## config.mk

```make
export PLATFORM = sky130hd
export DESIGN_NAME = otter_lsu
export DESIGN_NICKNAME = d
export VERILOG_FILES = /design/src/rtl/otter_lsu.sv
export SDC_FILE = /design/constraint.sdc
export NUM_CORES = 1
export LEC_CHECK = 0
export CORE_ASPECT_RATIO = 0.75
export CORE_MARGIN = 3
export CORE_UTILIZATION = 40
export CTS_CLUSTER_DIAMETER = 30
export DETAILED_ROUTE_END_ITERATION = 8
export GPL_ROUTABILITY_DRIVEN = 0
export PLACE_DENSITY = 0.8
export SLEW_MARGIN = 20
export SYNTH_ARGS = -nofsm -noshare
export SYNTH_HDL_FRONTEND = slang
export SYNTH_SLANG_ARGS = --single-unit
```

## constraint.sdc

```tcl
create_clock -name CLK -period 4.98 [get_ports CLK]
set_input_delay 1.494 -clock CLK [delete_from_list [all_inputs] [get_ports CLK]]
set_output_delay 1.494 -clock CLK [all_outputs]
set_load 0.01 [all_outputs]
```

## src/rtl/otter_lsu.sv

```systemverilog
// Load/store unit between the OTTER MEM stage and data port 2 of the dual-port memory.
// Define LSU_SPLIT_MISALIGNED_EN to split misaligned non-MMIO half/word accesses into byte accesses.
module otter_lsu #(
  parameter logic [31:0] IO_BASE = 32'h1100_0000
) (
  input  logic        CLK,
  input  logic        RST,
  input  logic        LSU_REQ,
  input  logic        LSU_WE,
  input  logic [31:0] LSU_ADDR,
  input  logic [31:0] LSU_WDATA,
  input  logic [1:0]  LSU_SIZE,
  input  logic        LSU_SIGN,
  output logic        LSU_READY,
  output logic        LSU_DONE,
  output logic [31:0] LSU_RDATA,
  output logic        LSU_ERR,
  output logic [31:0] MEM_ADDR2,
  output logic [31:0] MEM_DIN2,
  output logic        MEM_WRITE2,
  output logic        MEM_READ2,
  output logic [1:0]  MEM_SIZE,
  output logic        MEM_SIGN,
  input  logic [31:0] MEM_DOUT2
);

`ifdef LSU_SPLIT_MISALIGNED_EN
  localparam bit SPLIT_EN = 1'b1;
`else
  localparam bit SPLIT_EN = 1'b0;
`endif

  typedef enum logic [1:0] {IDLE, ACC, WAIT, DONE} state_t;
  state_t state, state_nx;

  logic        we_q, sign_q, err_q;
  logic [1:0]  size_q;
  logic [31:0] addr_q, wdata_q, rdata_q;
  logic        accept, misal, mmio, req_err, last_byte;
  logic [31:0] load_val;

  assign accept  = LSU_REQ && (state == IDLE);
  assign misal   = (LSU_SIZE == 2'd1 && LSU_ADDR[0]) ||
                   (LSU_SIZE == 2'd2 && LSU_ADDR[1:0] != 2'd0);
  assign mmio    = (LSU_ADDR >= IO_BASE);
  assign req_err = (LSU_SIZE == 2'd3) || (misal && (mmio || !SPLIT_EN));

`ifdef LSU_SPLIT_MISALIGNED_EN
  logic        split_q, step;
  logic [1:0]  cnt_q;
  logic [31:0] asm_q, asm_nx;

  assign last_byte = !split_q || (cnt_q == ((size_q == 2'd2) ? 2'd3 : 2'd1));
  // advance to the next byte after a store write or after a load data cycle
  assign step = !last_byte && ((state == ACC && we_q) || state == WAIT);

  always_comb begin
    asm_nx = asm_q;
    asm_nx[{cnt_q, 3'b000} +: 8] = MEM_DOUT2[7:0];
    load_val = asm_nx;
    if (!split_q)
      load_val = MEM_DOUT2;
    else if (size_q == 2'd1)
      load_val = {sign_q ? 16'h0000 : {16{asm_nx[15]}}, asm_nx[15:0]};
  end

  always_ff @(posedge CLK or posedge RST) begin
    if (RST) begin
      split_q <= 1'b0;
      cnt_q   <= 2'd0;
      asm_q   <= 32'd0;
    end else begin
      if (accept && !req_err) begin
        split_q <= misal;
        cnt_q   <= 2'd0;
      end else if (step) begin
        cnt_q <= cnt_q + 2'd1;
      end
      if (state == WAIT) asm_q <= asm_nx;
    end
  end

  assign MEM_ADDR2 = addr_q + {30'd0, split_q ? cnt_q : 2'd0};
  assign MEM_DIN2  = split_q ? {24'd0, wdata_q[{cnt_q, 3'b000} +: 8]} : wdata_q;
  assign MEM_SIZE  = split_q ? 2'd0 : size_q;
  assign MEM_SIGN  = split_q || sign_q;
`else
  assign last_byte = 1'b1;
  assign load_val  = MEM_DOUT2;
  assign MEM_ADDR2 = addr_q;
  assign MEM_DIN2  = wdata_q;
  assign MEM_SIZE  = size_q;
  assign MEM_SIGN  = sign_q;
`endif

  always_ff @(posedge CLK or posedge RST) begin
    if (RST) state <= IDLE;
    else     state <= state_nx;
  end

  always_comb begin
    state_nx   = state;
    LSU_READY  = 1'b0;
    LSU_DONE   = 1'b0;
    LSU_ERR    = 1'b0;
    MEM_WRITE2 = 1'b0;
    MEM_READ2  = 1'b0;
    case (state)
      IDLE: begin
        LSU_READY = 1'b1;
        if (LSU_REQ) state_nx = req_err ? DONE : ACC;
      end
      ACC: begin
        MEM_WRITE2 = we_q;
        MEM_READ2  = !we_q;
        if (!we_q)         state_nx = WAIT;
        else if (last_byte) state_nx = DONE;
      end
      WAIT:    state_nx = last_byte ? DONE : ACC;
      DONE: begin
        LSU_DONE = 1'b1;
        LSU_ERR  = err_q;
        state_nx = IDLE;
      end
      default: state_nx = IDLE;
    endcase
  end

  // rejected requests leave the memory-side registers untouched so MEM_* keep their last value
  always_ff @(posedge CLK or posedge RST) begin
    if (RST) begin
      we_q    <= 1'b0;
      sign_q  <= 1'b0;
      err_q   <= 1'b0;
      size_q  <= 2'd0;
      addr_q  <= 32'd0;
      wdata_q <= 32'd0;
      rdata_q <= 32'd0;
    end else begin
      if (accept) begin
        err_q <= req_err;
        if (!req_err) begin
          we_q    <= LSU_WE;
          sign_q  <= LSU_SIGN;
          size_q  <= LSU_SIZE;
          addr_q  <= LSU_ADDR;
          wdata_q <= LSU_WDATA;
        end
      end
      if (state == WAIT && last_byte) rdata_q <= load_val;
    end
  end

  assign LSU_RDATA = rdata_q;

endmodule
```

==> impl_metrics.env <==
export IMPL_slew_viol_final=0
export IMPL_die_area_um2=11500
export IMPL_area_growth_pct=60.8
export IMPL_post_drt_via_cell_ratio=4.72
export IMPL_hold_viol_final=0
export IMPL_drcViolationCount=0
export IMPL_grt_max_degree=39
export IMPL_synth_most_common_cell="dfrtp_1"
export IMPL_path_clk_slew_ns=0.07
export IMPL_crit_path_max_fanout=7
export IMPL_via_count=2797
export IMPL_grt_overflow=0
export IMPL_cts_sinks=103
export IMPL_syn_inst=245
export IMPL_synthFlopType="dfrtp_1"
export IMPL_tritoncts_num_buffers=9
export IMPL_ir_worst_vdd_mv=0.339
export IMPL_max_freq_ghz=0.309
export IMPL_period_share_pct=65.0
export IMPL_nFillCells=742
export IMPL_synthTopCellsByArea="dfrtp_1 63%, mux2_2 18%, mux2_4 10%"
export IMPL_yosys_area_top_type="dfrtp_1"
export IMPL_die_x_um=123
export IMPL_track_usage_pct=17.5
export IMPL_setup_viol=0
export IMPL_grt_pass1_wl_um=15600
export IMPL_core_area_um2=9770
export IMPL_htreeDepth=3
export IMPL_finalCriticalPeriod_ns=3.24
export IMPL_syn_cell_area_um2=4080
export IMPL_worstPathArrival_ns=1.74
export IMPL_finish_instance_area_um2=6560
export IMPL_antenna_found_initial=0
export IMPL_maxCapViolCount=0
export IMPL_clockBufferDepth=2
export IMPL_worstSetupEndpointType="primary output"
export IMPL_dp_hpwl_um=7660
export IMPL_numPortBuffers=206
export IMPL_rows=31
export IMPL_rsz0062_at_grt="false"
export IMPL_io_pins=207
export IMPL_worst_pin_slew_ns=0.477
export IMPL_static_leakage_power_nw=2.86
export IMPL_power_density_nw_per_um2=619
export IMPL_r2r_slack_ns=2.74
export IMPL_diodes=0
export IMPL_synth_nets=352
export IMPL_synth_yosys_warnings=0
export IMPL_syn_area_per_cell_um2=16.6
export IMPL_initialDrtViolationCount=96
export IMPL_clock_skew_ns=0.00515
export IMPL_crit_required_ns=3.49
export IMPL_post_cts_buffers=0
export IMPL_clk_latency_ns=0.33
export IMPL_crit_type="register to primary output"
export IMPL_seq_area_um2=2580
export IMPL_multi_input_comb_area_um2=1410
export IMPL_max_slew_margin_pct=68.2
export IMPL_first_pass_iters=4
export IMPL_drive_above_1_share_pct=25.2
export IMPL_async_flop_share_pct=100
export IMPL_synth_commonest_cells="103 x dfrtp_1, 64 x mux2_2, 28 x mux2_4"
export IMPL_dieHeight_um=93.4
export IMPL_yosysSeqAreaShare_pct=63.2
export IMPL_fin_nets=563
export IMPL_hold_buffers=0
export IMPL_post_dp_cell_area_um2=6270
export IMPL_start_util_pct=41.7
export IMPL_worst_setup_path_start_kind="register"
export IMPL_synth_cell_types=24
export IMPL_ant_nets=0
export IMPL_synth_top_cell_area_share_pct=63.2
export IMPL_worstHoldPathType="register to register"
export IMPL_root_buffer="clkbuf_16"
export IMPL_ys_ff_latch=103
export IMPL_finalSetupTns_ns=0
export IMPL_synth_edff_count=0
export IMPL_cts_tree="done"
export IMPL_detail_route_wl_per_cell_um=16.8
export IMPL_cts_resized=0
export IMPL_wl_um=9950
export IMPL_status="complete, no violations"
export IMPL_grt_pass1_vias=3035
## worst max-delay path, stage by stage, from the launching register on
cell             delay, ns
dfrtp_1               0.42
inv_1                 0.11
ha_1                  0.29
clkdlybuf4s50_1       0.59
## registers in the layout, indices dropped and copies added (netlist names)
name	flops
we_q	1
state	2
MEM_DIN2	32
MEM_ADDR2	32
MEM_SIGN	1
err_q	1
MEM_SIZE	2
LSU_RDATA	32
## placed cells by master, fill, tap and decap left out, drive strengths merged
cell type,synthesis,layout
clkdlybuf4s50,0,206
dfrtp,103,103
mux2,97,97
clkbuf,1,10
nor2,5,5
buf,10,5
inv,4,5
a21oi,4,4
ha,4,4
clkinvlp,0,3
o21ai,3,3
and2,3,3
nand2,2,2
o211a,2,2
clkinv,0,2
nand3,1,1
nor2b,1,1
o41ai,1,1
o2bb2ai,1,1
o21a,1,1
nor3,1,1
a2bb2oi,1,1
## cell type report
type | count | share of cell area (%)
clock buffer | 10 | 3.65
tap | 132 | 2.52
multi-input combinational | 127 | 21.5
inverter | 4 | 0.267
sequential | 103 | 39.3
clock inverter | 6 | 0.687
timing repair buffer | 211 | 32.0
## kinds of logic (layout without fill, tap and decap cells)
| kind of cell | count (synthesis) | count (layout) | share of synthesized area [%] |
|---|---|---|---|
| DFF | 103 | 103 | 63.2 |
| and+or+nand+nor | 13 | 13 | 1.69 |
| adders and majority gates | 4 | 4 | 1.23 |
| buffers and inverters | 15 | 231 | 2.30 |
| muxes | 97 | 97 | 29.4 |
| AOI/OAI and AO/OA | 13 | 13 | 2.18 |
## final timing paths
kind,from,to,cells after the start
max,state[0],LSU_READY,3
min,err_q,err_q,1
max reg2reg,state[0],MEM_ADDR2[4],6
min reg2reg,err_q,err_q,1
max in group asynchronous,RST,MEM_DIN2[3],3
min in group asynchronous,RST,MEM_DIN2[23],2
## through the flow
stage | total power [mW] | cells | setup WS (ns) | utilization [%] | hold WS, ns
after CTS | 4.12 | 593 | 1.72 | 67.1 | 0.494
after detailed placement | 3.44 | 577 | 1.45 | 64.2 | 0.478
after global routing | 4.30 | 593 | 1.64 | 67.1 | 0.515
after floorplan | 2.35 | 245 | 0.782 | - | 0.456
final | 4.06 | 593 | 1.74 | 67.1 | 0.491
after global placement | 3.38 | 577 | 1.53 | 64.2 | 0.474
## layer usage
layer	vias up	wire, um	global-route usage (%)	share of wire [%]
li1	1280	-	-	-
met3	11	942	7.19	9.5
met2	116	5030	31.0	51
met5	-	0	0	0
met1	1390	3850	19.5	39
met4	0	133	4.75	1.3
## power breakdown
part / total [mW] / switching (mW) / internal, mW
registers: 1.49 / 0.227 / 1.26
logic: 1.92 / 0.671 / 1.24
clock network: 0.659 / 0.305 / 0.354
total: 4.06 / 1.20 / 2.86
No activity file was read; power rests on OpenSTA's default activity.
